--- src/rtl/defines_pkg.sv ---
// Shared types for the ping-pong buffer: per-bank ownership state.
package defines_pkg;

    typedef enum logic {
        BANK_EMPTY = 1'b0,
        BANK_READY = 1'b1
    } bank_state_t;

    localparam int NUM_BANKS = 2;

endpackage

--- src/rtl/pingpong_ram.sv ---
// Two-bank storage, 2*DEPTH x DATA_WIDTH: one write port, one registered read port.
// Address is {bank, ptr}; the read register holds its value when no read is issued.
module pingpong_ram
    import defines_pkg::*;
#(
    parameter int DATA_WIDTH = 16,
    parameter int AW         = 4
) (
    input  logic                  clk,
    input  logic                  rst_n,
    input  logic                  i_wr_en,
    input  logic [AW:0]           i_wr_addr,
    input  logic [DATA_WIDTH-1:0] i_wr_data,
    input  logic                  i_rd_en,
    input  logic [AW:0]           i_rd_addr,
    output logic [DATA_WIDTH-1:0] o_rd_data
);

    localparam int WORDS = NUM_BANKS * (2 ** AW);

    logic [DATA_WIDTH-1:0] r_mem [WORDS];
    logic [DATA_WIDTH-1:0] r_rd_data;

    // NOTE: the array has no reset so it maps onto RAM macros; only the output register is reset.
    always_ff @(posedge clk) begin
        if (i_wr_en) begin
            r_mem[i_wr_addr] <= i_wr_data;
        end
    end

    always_ff @(posedge clk or negedge rst_n) begin
        if (!rst_n) begin
            r_rd_data <= '0;
        end else if (i_rd_en) begin
            r_rd_data <= r_mem[i_rd_addr];
        end
    end

    assign o_rd_data = r_rd_data;

endmodule

--- src/rtl/pingpong_buffer.sv ---
// Two-bank ping-pong buffer driven by per-buffer write/read toggle pulses.
// Define PINGPONG_ERR_EN to implement the sticky ovf_err/unf_err flags; otherwise they read 0.
module pingpong_buffer
    import defines_pkg::*;
#(
    parameter int DATA_WIDTH = 16,
    parameter int DEPTH      = 16,
    parameter int AW         = $clog2(DEPTH)
) (
    input  logic                  clk,
    input  logic                  rst_n,
    input  logic                  i_wr_toggle,
    input  logic                  i_rd_toggle,
    input  logic                  i_wr_en,
    input  logic [DATA_WIDTH-1:0] i_wr_data,
    input  logic                  i_rd_en,
    output logic [DATA_WIDTH-1:0] o_rd_data,
    output logic                  o_rd_valid,
    output logic                  o_wr_full,
    output logic                  o_rd_avail,
    output logic                  o_wr_bank,
    output logic                  o_rd_bank,
    output logic                  o_ovf_err,
    output logic                  o_unf_err
);

    localparam int          PW      = AW + 1;
    localparam logic [AW:0] DEPTH_P = PW'(DEPTH);
    localparam logic [AW:0] ONE_P   = PW'(1);

    bank_state_t r_state [NUM_BANKS];
    logic [AW:0] r_cnt   [NUM_BANKS];
    logic [AW:0] r_wr_ptr;
    logic [AW:0] r_rd_ptr;
    logic        r_wr_bank;
    logic        r_rd_bank;
    logic        r_rd_valid;

    bank_state_t w_state_nxt [NUM_BANKS];
    logic [AW:0] w_cnt_nxt   [NUM_BANKS];
    logic [AW:0] w_wr_ptr_nxt;
    logic [AW:0] w_rd_ptr_nxt;
    logic        w_wr_bank_nxt;
    logic        w_rd_bank_nxt;

    logic w_wr_acc;
    logic w_rd_acc;
    logic w_rdt_acc;
    logic w_wrt_acc;

    // Acceptance decisions; a same-cycle release frees the bank before the writer claims it.
    always_comb begin
        w_wr_acc  = i_wr_en && (r_wr_ptr < DEPTH_P);
        w_rd_acc  = i_rd_en && (r_state[r_rd_bank] == BANK_READY)
                            && (r_rd_ptr < r_cnt[r_rd_bank]);
        w_rdt_acc = i_rd_toggle && (r_state[r_rd_bank] == BANK_READY);
        w_wrt_acc = i_wr_toggle && ((r_state[!r_wr_bank] == BANK_EMPTY)
                                 || (w_rdt_acc && (r_rd_bank != r_wr_bank)));
    end

    // NOTE: every next-state variable gets its default first, so no path leaves one unassigned (no latch).
    always_comb begin
        w_state_nxt   = r_state;
        w_cnt_nxt     = r_cnt;
        w_wr_ptr_nxt  = r_wr_ptr;
        w_rd_ptr_nxt  = r_rd_ptr;
        w_wr_bank_nxt = r_wr_bank;
        w_rd_bank_nxt = r_rd_bank;

        if (w_wr_acc) begin
            w_wr_ptr_nxt = r_wr_ptr + ONE_P;
        end
        if (w_rd_acc) begin
            w_rd_ptr_nxt = r_rd_ptr + ONE_P;
        end

        if (w_rdt_acc) begin
            w_state_nxt[r_rd_bank] = BANK_EMPTY;
            w_rd_bank_nxt          = !r_rd_bank;
            w_rd_ptr_nxt           = '0;
        end

        // The word written on the closing edge still lands in the old bank and is counted.
        if (w_wrt_acc) begin
            w_state_nxt[r_wr_bank] = BANK_READY;
            w_cnt_nxt[r_wr_bank]   = w_wr_acc ? (r_wr_ptr + ONE_P) : r_wr_ptr;
            w_wr_bank_nxt          = !r_wr_bank;
            w_wr_ptr_nxt           = '0;
        end
    end

    // NOTE: sequential state uses non-blocking assignments so every register samples pre-edge values.
    always_ff @(posedge clk or negedge rst_n) begin
        if (!rst_n) begin
            r_state    <= '{BANK_EMPTY, BANK_EMPTY};
            r_cnt      <= '{default: '0};
            r_wr_ptr   <= '0;
            r_rd_ptr   <= '0;
            r_wr_bank  <= 1'b0;
            r_rd_bank  <= 1'b0;
            r_rd_valid <= 1'b0;
        end else begin
            r_state    <= w_state_nxt;
            r_cnt      <= w_cnt_nxt;
            r_wr_ptr   <= w_wr_ptr_nxt;
            r_rd_ptr   <= w_rd_ptr_nxt;
            r_wr_bank  <= w_wr_bank_nxt;
            r_rd_bank  <= w_rd_bank_nxt;
            r_rd_valid <= w_rd_acc;
        end
    end

    pingpong_ram #(
        .DATA_WIDTH (DATA_WIDTH),
        .AW         (AW)
    ) u_ram (
        .clk       (clk),
        .rst_n     (rst_n),
        .i_wr_en   (w_wr_acc),
        .i_wr_addr ({r_wr_bank, r_wr_ptr[AW-1:0]}),
        .i_wr_data (i_wr_data),
        .i_rd_en   (w_rd_acc),
        .i_rd_addr ({r_rd_bank, r_rd_ptr[AW-1:0]}),
        .o_rd_data (o_rd_data)
    );

`ifdef PINGPONG_ERR_EN
    logic r_ovf_err;
    logic r_unf_err;
    logic w_wr_drop;

    assign w_wr_drop = i_wr_en && !w_wr_acc;

    always_ff @(posedge clk or negedge rst_n) begin
        if (!rst_n) begin
            r_ovf_err <= 1'b0;
            r_unf_err <= 1'b0;
        end else begin
            r_ovf_err <= r_ovf_err | w_wr_drop | (i_wr_toggle && !w_wrt_acc);
            r_unf_err <= r_unf_err | (i_rd_toggle && !w_rdt_acc);
        end
    end

    assign o_ovf_err = r_ovf_err;
    assign o_unf_err = r_unf_err;
`else
    assign o_ovf_err = 1'b0;
    assign o_unf_err = 1'b0;
`endif

    assign o_rd_valid = r_rd_valid;
    assign o_wr_full  = (r_wr_ptr == DEPTH_P);
    assign o_rd_avail = (r_state[r_rd_bank] == BANK_READY);
    assign o_wr_bank  = r_wr_bank;
    assign o_rd_bank  = r_rd_bank;

endmodule

--- config.mk ---
export PLATFORM = sky130hd
export DESIGN_NAME = pingpong_buffer
export DESIGN_NICKNAME = d
export VERILOG_FILES = /design/src/rtl/defines_pkg.sv /design/src/rtl/pingpong_ram.sv /design/src/rtl/pingpong_buffer.sv
export SDC_FILE = /design/constraint.sdc
export NUM_CORES = 1
export LEC_CHECK = 0
export CAP_MARGIN = 20
export CORE_UTILIZATION = 45
export CTS_CLUSTER_DIAMETER = 80
export CTS_CLUSTER_SIZE = 16
export DETAILED_ROUTE_END_ITERATION = 8
export GPL_TIMING_DRIVEN = 0
export PLACE_DENSITY = 0.69
export SETUP_SLACK_MARGIN = 0.1
export SYNTH_ARGS = -nofsm -noshare
export SYNTH_HDL_FRONTEND = slang
export SYNTH_HIERARCHICAL = 1
export SYNTH_SLANG_ARGS = --single-unit
--- constraint.sdc ---
create_clock -name clk -period 3 [get_ports clk]
set_input_delay 0.6 -clock clk [delete_from_list [all_inputs] [get_ports clk]]
set_output_delay 0.6 -clock clk [all_outputs]
set_load 0.01 [all_outputs]
==> results of run 1 <==
[through the flow]
stage / cells / setup WS [ps] / cell area (µm²)
CTS: 2021 / 60.39 / 25020
floorplan: 1254 / 287.7 / 21890
global route: 2026 / -128.3 / 25130
detailed placement: 1949 / -828.0 / 23830
finish: 2026 / -68.39 / 25130
global placement: 1911 / -1042 / 23080
[power by group through the flow]
stage	registers (mW)	clock network [mW]	logic, mW
2_1_floorplan	9.36	0	3.20
3_3_place_gp	9.45	0	4.84
3_5_place_dp	9.46	0	5.09
4_1_cts	9.29	5.17	5.14
5_1_grt	9.31	5.46	5.49
6_report	9.28	5.10	5.23
[cell usage in the layout, fill, tap and decap left out, types with 3 or more instances in the layout]
cell type	n
buf_12	3
buf_6	13
clkdlybuf4s50_1	41
o31ai_1	3
clkbuf_1	54
buf_4	22
buf_2	9
mux2_2	17
or3b_2	3
ha_1	7
nor2_1	14
nand2b_1	3
a22oi_1	128
nand3_1	4
buf_8	28
dfrtp_1	40
buf_16	11
edfxtp_1	512
nor4_1	16
a21oi_1	76
mux2i_1	260
clkbuf_16	42
o21ai_0	6
nor2_4	4
inv_1	7
nor2_2	30
nand3b_1	5
or4_1	3
nor2b_1	3
nand2_1	11
[cell usage after synthesis (all sizes together), types with 3 or more instances]
cell type / instances
a21oi: 77
a22oi: 128
buf: 44
clkbuf: 30
dfrtp: 41
edfxtp: 512
ha: 7
inv: 7
mux2: 18
mux2i: 260
nand2: 11
nand2b: 3
nand3: 4
nand3b: 5
nor2: 48
nor2b: 3
nor4: 16
o21ai: 6
o31ai: 3
or3b: 3
or4: 3
[state kept, by name (all words and copies together) (netlist names)]
name,flops
o_wr_bank,1
u_ram/o_rd_data,16
u_ram/r_mem,512
r_rd_ptr,5
o_rd_bank,1
o_rd_valid,1
r_state,2
r_wr_ptr,5
r_cnt,10
[worst reg2reg max path: stages (launching register included)]
cell,delay [ps]
dfrtp_1,390
nor2b_1,110
clkbuf_1,330
nand3_1,630
nor2_2,1070
[kinds of logic after synthesis]
group           count (synthesis)  share of synthesized area (%)
other cells                     1                        0.01713
xor+xnor                        4                         0.1601
fa+ha+maj                       7                         0.4001
simple gates                  105                          2.395
buf+inv                        81                          2.441
compound gates                224                          6.825
mux                           278                          12.83
flops                         553                          74.93
[layer usage]
metal,track usage [%],up-vias
met2,37.29,572
met4,6.674,0
met5,0,-
met1,30.46,6265
li1,-,5252
met3,3.888,84
[worst max-delay path by stage]
stage	endpoint	startpoint	slack, ps
after floorplan	u_ram/r_mem[20][0]	i_wr_en	290
after global placement	u_ram/r_mem[28][4]	i_wr_en	-1040
after detailed placement	u_ram/o_rd_data[12]	o_rd_bank	-830
after CTS	u_ram/r_mem[2][9]	i_wr_en	60
after global routing	u_ram/r_mem[2][4]	i_wr_en	-130
final	u_ram/r_mem[3][9]	i_wr_en	-70
[repair_timing]
item	4_1_cts	5_1_grt
endpoints found under the hold margin	11	0
setup endpoints to repair	76	147
hold buffers	1	0
setup buffers	0	2
resized for setup	9	7
[area by class of cell]
type	instances	area, µm²
Timing Repair Buffer	86	1194
Clock buffer	70	1145
Inverter	7	26.28
Tap cell	615	769.5
Buffer	74	524.3
Sequential cell	553	16400
Fill cell	3787	22720
Clock inverter	1	6.256
Multi-Input combinational cell	620	5064
==> flow_summary.toml, run 1 <==
[cells_and_area]
postLayoutCoreUtil_pct = 52.52
nNetsFinal = 1411
antenna_cells = 0
drive_above_1_share_pct = 13.82
synthToLayoutAreaGrowth_pct = 14.81

[sta]
period_share_pct = 102.3
relSlewSlack_pct = 28.36
rsz0062_at_grt = "yes"
hold_viol_final = 0
slew_viol_final = 0
finClkSkew_ps = 18.39
tightestPinTransition_ps = 1073
setup_ws_ps = -68.39
tns_ps = -1183
fin_crit_ps = 3068
finalHoldWorstSlack_ps = 473.1
setup_viol = 42
fmax_mhz = 325.9

[pwr]
p_sw_mw = 5.886
power_density_mw_per_mm2 = 780.3
switching_share_pct = 30.01
ir_worst_vdd_mv = 0.6168
clock_power_share_pct = 26.0
p_int_mw = 13.72
pwr-share-seq_pct = 47.3
pwr-share-comb_pct = 26.7
p_total_mw = 19.61
leakagePower_nw = 8.122

[logic_synthesis]
synth_edf_count = 512
synth_seq_cells = 553
synthArstFlopShare_pct = 7.414
syn-instance-count = 1253
ys_seq_area_share_pct = 74.93
netlist_area_mm2 = 0.02189
synthTopCellsByArea = "edfxtp_1 70%, mux2i_1 12%, dfrtp_1 4.7%, a22oi_1 4.4%, a21oi_1 1.8%"
ys.flop_type = "edfxtp_1"
yosys.area.top_type = "edfxtp_1"
yosysWarnings = 6
syn_avg_cell_area_um2 = 17.47
yosys.area.top_type_share_pct = 70.24
synth_cell_types = 48

[global_route]
grt_overflow = 0
grt_max_degree = 33
grt_pass1_vias = 11920
antenna_found_initial = 0
grt_pass1_wl_mm = 80.20
track_usage_pct = 22.50

[die]
die_h_um = 222.5
start_util_pct = 45.75
die-area_mm2 = 0.04953
fp.coreArea_mm2 = 0.04785
rows = 80
die_w_um = 222.5
io_pins = 45

[clocking]
clock_latency_ps = 570
clk_transition_reported_paths_ps = 70
cts_buffers = 40
htreeDepth = 2
clock-sinks = 553
cts_tree = "yes"
ctsRootBufferMaster = "clkbuf_16"
cts_buffer_depth = 3

[worst_setup_path]
r2r_end = "u_ram/r_mem[3][9]"
crit_path_start_kind = "input pin"
slowest_delay_ps = 1070
cp_top_family = "simple AND/OR/NAND/NOR gates"
crit_cells = 5
cp.required_ps = 3170
arrival_ps = 3240
path_cells = "clkdlybuf4s50_1, nor2b_1, clkbuf_1, nand3_1, nor2_2"
r2r-start = "r_wr_ptr[4]"
r2r_cells = 4
setup.worst_path.class = "in -> reg"
reg2reg_slack_ps = 70
cp_slowest_cell = "nor2_2"
cp_max_fo = 16
cp.buffers_inverters = 2
crit_path_end_kind = "flop"

[detailed_routing]
wl_per_cell_um = 27.57
vias = 12170
drt_iter0_drc = 1411
wl_met1_mm = 22.67
dr.pass1.iters = 5
postRouteAntennaNets = 0
viasPerCell = 6.008
wl_mm = 55.85
route.detailed.drc = 0
dr_wl_met2_mm = 27.14
met3WireLength_mm = 4.491
top_layer = "met4"

[run_status]
status = "complete, but fails checks"
violations = "negative setup slack"

[min_path]
worstHoldPathType = "in -> async"

[run]
drv_cap = 0

[place]
dp_hpwl_mm = 37.49
place.gp.congestion = 0.8542
portBuffers = 42
No activity file was read; power rests on OpenSTA's default activity.
==> inputs of run 2 (changes only) <==
- GPL_TIMING_DRIVEN: 0 -> 1
- PLACE_DENSITY: 0.69 -> 0.6
==> run 2 against run 1 <==
Non-clock buffer count fell by 29. Critical path type is now reg -> out. Highest routed layer unchanged. Largest cell class unchanged. Routed wire length shrank 7.0%. Core utilization fell by 0.98 points. The run now ends clean. Clock power about the same.
==> flow_summary.toml, run 2 (synthesis results as in run 1) <==
[run_status]
status = "finished, final reports clean"

[cells_and_area]
largest_register_ffs = 512
drive_above_1_share_pct = 13.23
nNetsFinal = 1382
fin_cells = 1998
final_cell_area_mm2 = 0.02466
antenna_cells = 0
final_common_cell = "edfxtp_1"
mostFrequentLayoutCells = "512 x edfxtp_1, 260 x mux2i_1, 128 x a22oi_1"
synthToLayoutAreaGrowth_pct = 12.67
regMostFlops = "u_ram/r_mem"

[die]
fp.coreArea_mm2 = 0.04785
rows = 80
die-area_mm2 = 0.04953
die_h_um = 222.5
start_util_pct = 45.75
io_pins = 45
die_w_um = 222.5

[sta]
tns_ps = 0
finClkSkew_ps = 11.16
tightestPinTransition_ps = 847.0
slew_viol_final = 0
period_share_pct = 91.18
rsz0062_at_grt = "no"
setup_viol = 0
fin_crit_ps = 2735
hold_viol_final = 0
setup_ws_ps = 264.5
relSlewSlack_pct = 43.54
fmax_mhz = 365.6

[clocking]
cts_buffers = 40
cts_hold_buf = 0
clk_transition_reported_paths_ps = 70
ctsResizeCount = 0
post_cts_buffers = 0
clock-sinks = 553
htreeDepth = 2
ctsRootBufferMaster = "clkbuf_16"
cts_buffer_depth = 3
clock_latency_ps = 570
cts_tree = "yes"

[global_route]
grt_max_degree = 65
grt_pass1_vias = 11270
track_usage_pct = 21.13
grt_pass1_wl_mm = 75.69
grt_overflow = 0
antenna_found_initial = 0

[worst_setup_path]
setup.worst_path.class = "reg -> out"
crit_path_end_kind = "output pin"
cp_top_family = "buffers and inverters"
path_cells = "buf_4, mux2_4, clkdlybuf4s50_1"
crit_cells = 3
r2r-start = "r_rd_ptr[0]"
cp.required_ps = 2400
startpoint = "o_rd_bank"
cp.buffers_inverters = 2
crit_path_start_kind = "flop"
r2r_cells = 7
cp_max_fo = 11
arrival_ps = 2140
slowest_delay_ps = 480
cp_slowest_cell = "dfrtp_1"

[pwr]
ir_worst_vdd_mv = 0.4778
leakagePower_nw = 7.956
power_density_mw_per_mm2 = 782.5

[place]
place.gp.congestion = 0.7836
portBuffers = 42
dp_hpwl_mm = 30.95
place_worst_setup_slack_ps = 252.7
dpl_cell_area_mm2 = 0.02352
dpl.cell_count = 1926

[detailed_routing]
vias = 11510
dr_wl_met2_mm = 24.32
viasPerCell = 5.761
met3WireLength_mm = 3.161
top_layer = "met4"
postRouteAntennaNets = 0
drt_iter0_drc = 1145
wl_per_cell_um = 25.99
wl_mm = 51.94
route.detailed.drc = 0
dr.pass1.iters = 5
wl_met1_mm = 23.01

[min_path]
worstHoldPathType = "in -> async"

[run]
drv_cap = 0
## run 2: layout make-up
type,instances,area [µm²]
multi-input cells,620,5031
clock buffers,71,1139
inverters,7,26.28
well taps,615,769.5
clock inverters,1,8.758
fillers,3875,23180
repair buffers,131,1284
flip-flops and latches,553,16400
## run 2: per-stage QoR
stage          total power [mW]  hold WS [ps]  util (%)
3_5_place_dp              14.38         466.5     49.15
2_1_floorplan             12.56         304.4         -
6_report                  19.30         134.1     51.55
3_3_place_gp              14.33         457.0     49.15
4_1_cts                   19.44         133.3     51.55
5_1_grt                   20.07         157.9     51.55
## run 2: final timing paths
kind | to | slack [ps]
max | o_rd_avail | 260
min | r_state[0] | 130
max reg2reg | u_ram/o_rd_data[15] | 360
min reg2reg | o_rd_bank | 480
max in group asynchronous | r_wr_ptr[2] | 2160
min in group clk | o_rd_bank | 480
## run 2: metal layers
metal | vias to the layer above | track usage, %
met5 | - | 0
met3 | 72 | 3.914
met4 | 0 | 6.541
met1 | 5888 | 30.23
li1 | 5166 | -
met2 | 385 | 32.87
## run 2: where the power goes
| part | total [mW] | switching [mW] | internal (mW) |
|---|---|---|---|
| Clock | 5.09 | 2.51 | 2.58 |
| Combinational | 4.90 | 2.82 | 2.09 |
| Sequential | 9.30 | 0.361 | 8.94 |
| Total | 19.3 | 5.69 | 13.6 |
==> inputs of run 3 (changes only) <==
- CTS_BUF_LIST: unset -> sky130_fd_sc_hd__clkbuf_4
- RECOVER_POWER: unset -> 25
==> run 3 against run 2 <==
The run now ends with max-capacitance violations, max-slew violations left. Fmax decreased by 2.8%. Core utilization decreased by 1.3 points. Register-to-register slack improved by 30 ps. Critical path depth unchanged. Worst hold slack improved by 260 ps. Critical endpoint unchanged. Largest power group unchanged.
==> flow_summary.toml, run 3 (synthesis results as in run 1) <==
[run_status]
status = "complete, but fails checks"
violations = "max-capacitance violations, max-slew violations"

[cells_and_area]
synthToLayoutAreaGrowth_pct = 9.797
final_common_cell = "edfxtp_1"
drive_above_1_share_pct = 14.65
nNetsFinal = 1385
largest_register_ffs = 512
fill_cells = 3956
mostFrequentLayoutCells = "512 x edfxtp_1, 260 x mux2i_1, 128 x a22oi_1"
regMostFlops = "u_ram/r_mem"
postLayoutCoreUtil_pct = 50.23

[die]
io_pins = 45
fp.coreArea_mm2 = 0.04785
rows = 80
die_h_um = 222.5
start_util_pct = 45.75
die-area_mm2 = 0.04953
die_w_um = 222.5

[global_route]
grt_max_degree = 65
grt_pass1_wl_mm = 75.62
antenna_found_initial = 3
grt_pass1_vias = 11260
grt_overflow = 0
track_usage_pct = 21.10

[worst_setup_path]
cp.required_ps = 2400
path_cells = "buf_4, mux2_4, clkdlybuf4s50_1"
cp.buffers_inverters = 2
cp_max_fo = 11
arrival_ps = 2220
crit_path_start_kind = "flop"
cp_top_family = "buffers and inverters"
crit_path_end_kind = "output pin"
cp_slowest_cell = "clkdlybuf4s50_1"
slowest_delay_ps = 480
setup.worst_path.class = "reg -> out"

[clocking]
cts_tree = "yes"
clock_latency_ps = 830
htreeDepth = 2
clock-sinks = 553
ctsRootBufferMaster = "clkbuf_4"
cts_buffer_depth = 3
clk_transition_reported_paths_ps = 160
cts_buffers = 40

[pwr]
power_density_mw_per_mm2 = 730.1
leakagePower_nw = 7.711
p_total_mw = 17.55
ir_worst_vdd_mv = 0.4782

[sta]
period_share_pct = 93.84
fmax_mhz = 355.2
finClkSkew_ps = 60.15
tns_ps = 0
rsz0062_at_grt = "no"
slew_viol_final = 462
setup_viol = 0
setup_ws_ps = 184.7
relSlewSlack_pct = -35.48
tightestPinTransition_ps = 2032
fin_crit_ps = 2815
hold_viol_final = 0
finalHoldWorstSlack_ps = 394.0

[place]
portBuffers = 42
place_worst_setup_slack_ps = 252.7
dp_hpwl_mm = 30.95
place.gp.congestion = 0.7836

[run]
drv_cap = 14

[detailed_routing]
postRouteAntennaNets = 0
drt_iter0_drc = 1189
route.detailed.drc = 0
vias = 11510
viasPerCell = 5.751
dr.pass1.iters = 8
wl_per_cell_um = 25.97
wl_mm = 51.99

[min_path]
worstHoldPathType = "in -> async"
[run 3: changes by cell type in the layout (fill, tap and decap cells not counted)]
cell and delta:
clkbuf_4 +71, clkbuf_16 -41, clkbuf_1 -16, clkdlybuf4s50_1 -15, dlygate4sd3_1 +15, buf_4 -12, dfrtp_1 -2, dfrtp_2 +2
diode_2 +1, dlygate4sd2_1 +1
[run 3: area by class of cell]
type / count / area (µm²) / share of cell area (%)
timing repair buffer: 134 / 1255 / 5.222
antenna: 1 / 2.502 / 0.01041
clock inverter: 1 / 8.758 / 0.03644
multi-input combinational: 620 / 5031 / 20.93
tap: 615 / 769.5 / 3.202
inverter: 7 / 26.28 / 0.1093
clock buffer: 71 / 533.0 / 2.218
sequential: 553 / 16410 / 68.27
[run 3: what timing repair did]
item | 4_1_cts | 5_1_grt
endpoints found under the hold margin | 27 | 0
gates resized for setup | 3 | 0
hold buffers | 1 | 0
setup endpoints to repair | 2 | 1
setup buffers | 1 | 1
[run 3: metrics by stage]
stage                     area [µm²]  std cells
after detailed placement       23520       1926
after global placement         23520       1926
final                          24030       2002
after global routing           24030       2002
after floorplan                21890       1254
after CTS                      24080       2000
[run 3: final timing paths]
| kind | from | to | slack (ps) | depth (start not counted) |
|---|---|---|---|---|
| worst max-delay path | o_rd_bank | o_rd_avail | 180 | 3 |
| worst max register to register | r_rd_ptr[0] | u_ram/o_rd_data[8] | 390 | 6 |
| worst min-delay path | rst_n | u_ram/o_rd_data[5] | 390 | 2 |
| worst min register to register | r_state[0] | o_rd_bank | 490 | 1 |
| min in group clk | r_state[0] | o_rd_bank | 490 | 1 |
| max in group asynchronous | rst_n | o_wr_bank | 1870 | 3 |
[run 3: power breakdown]
part / internal (mW) / switching [mW] / leakage (nW)
sequential: 8.95 / 0.343 / 5.11
clock: 1.06 / 2.27 / 0.331
combinational: 2.09 / 2.84 / 2.27
[run 3: metal layers]
layer,vias to the layer above,share of wire (%),track usage (%)
li1,5167,-,-
met1,5888,45,30.38
met2,373,47,32.84
met3,81,6.0,3.306
met4,4,2.8,6.986
met5,-,0.050,0
[run 3: worst reg2reg max path, stage by stage (launching register included)]
cell	delay, ps
dfrtp_4	730
buf_12	360
mux2i_1	160
a22oi_1	320
a21oi_1	240
nor4_1	500
mux2_2	240
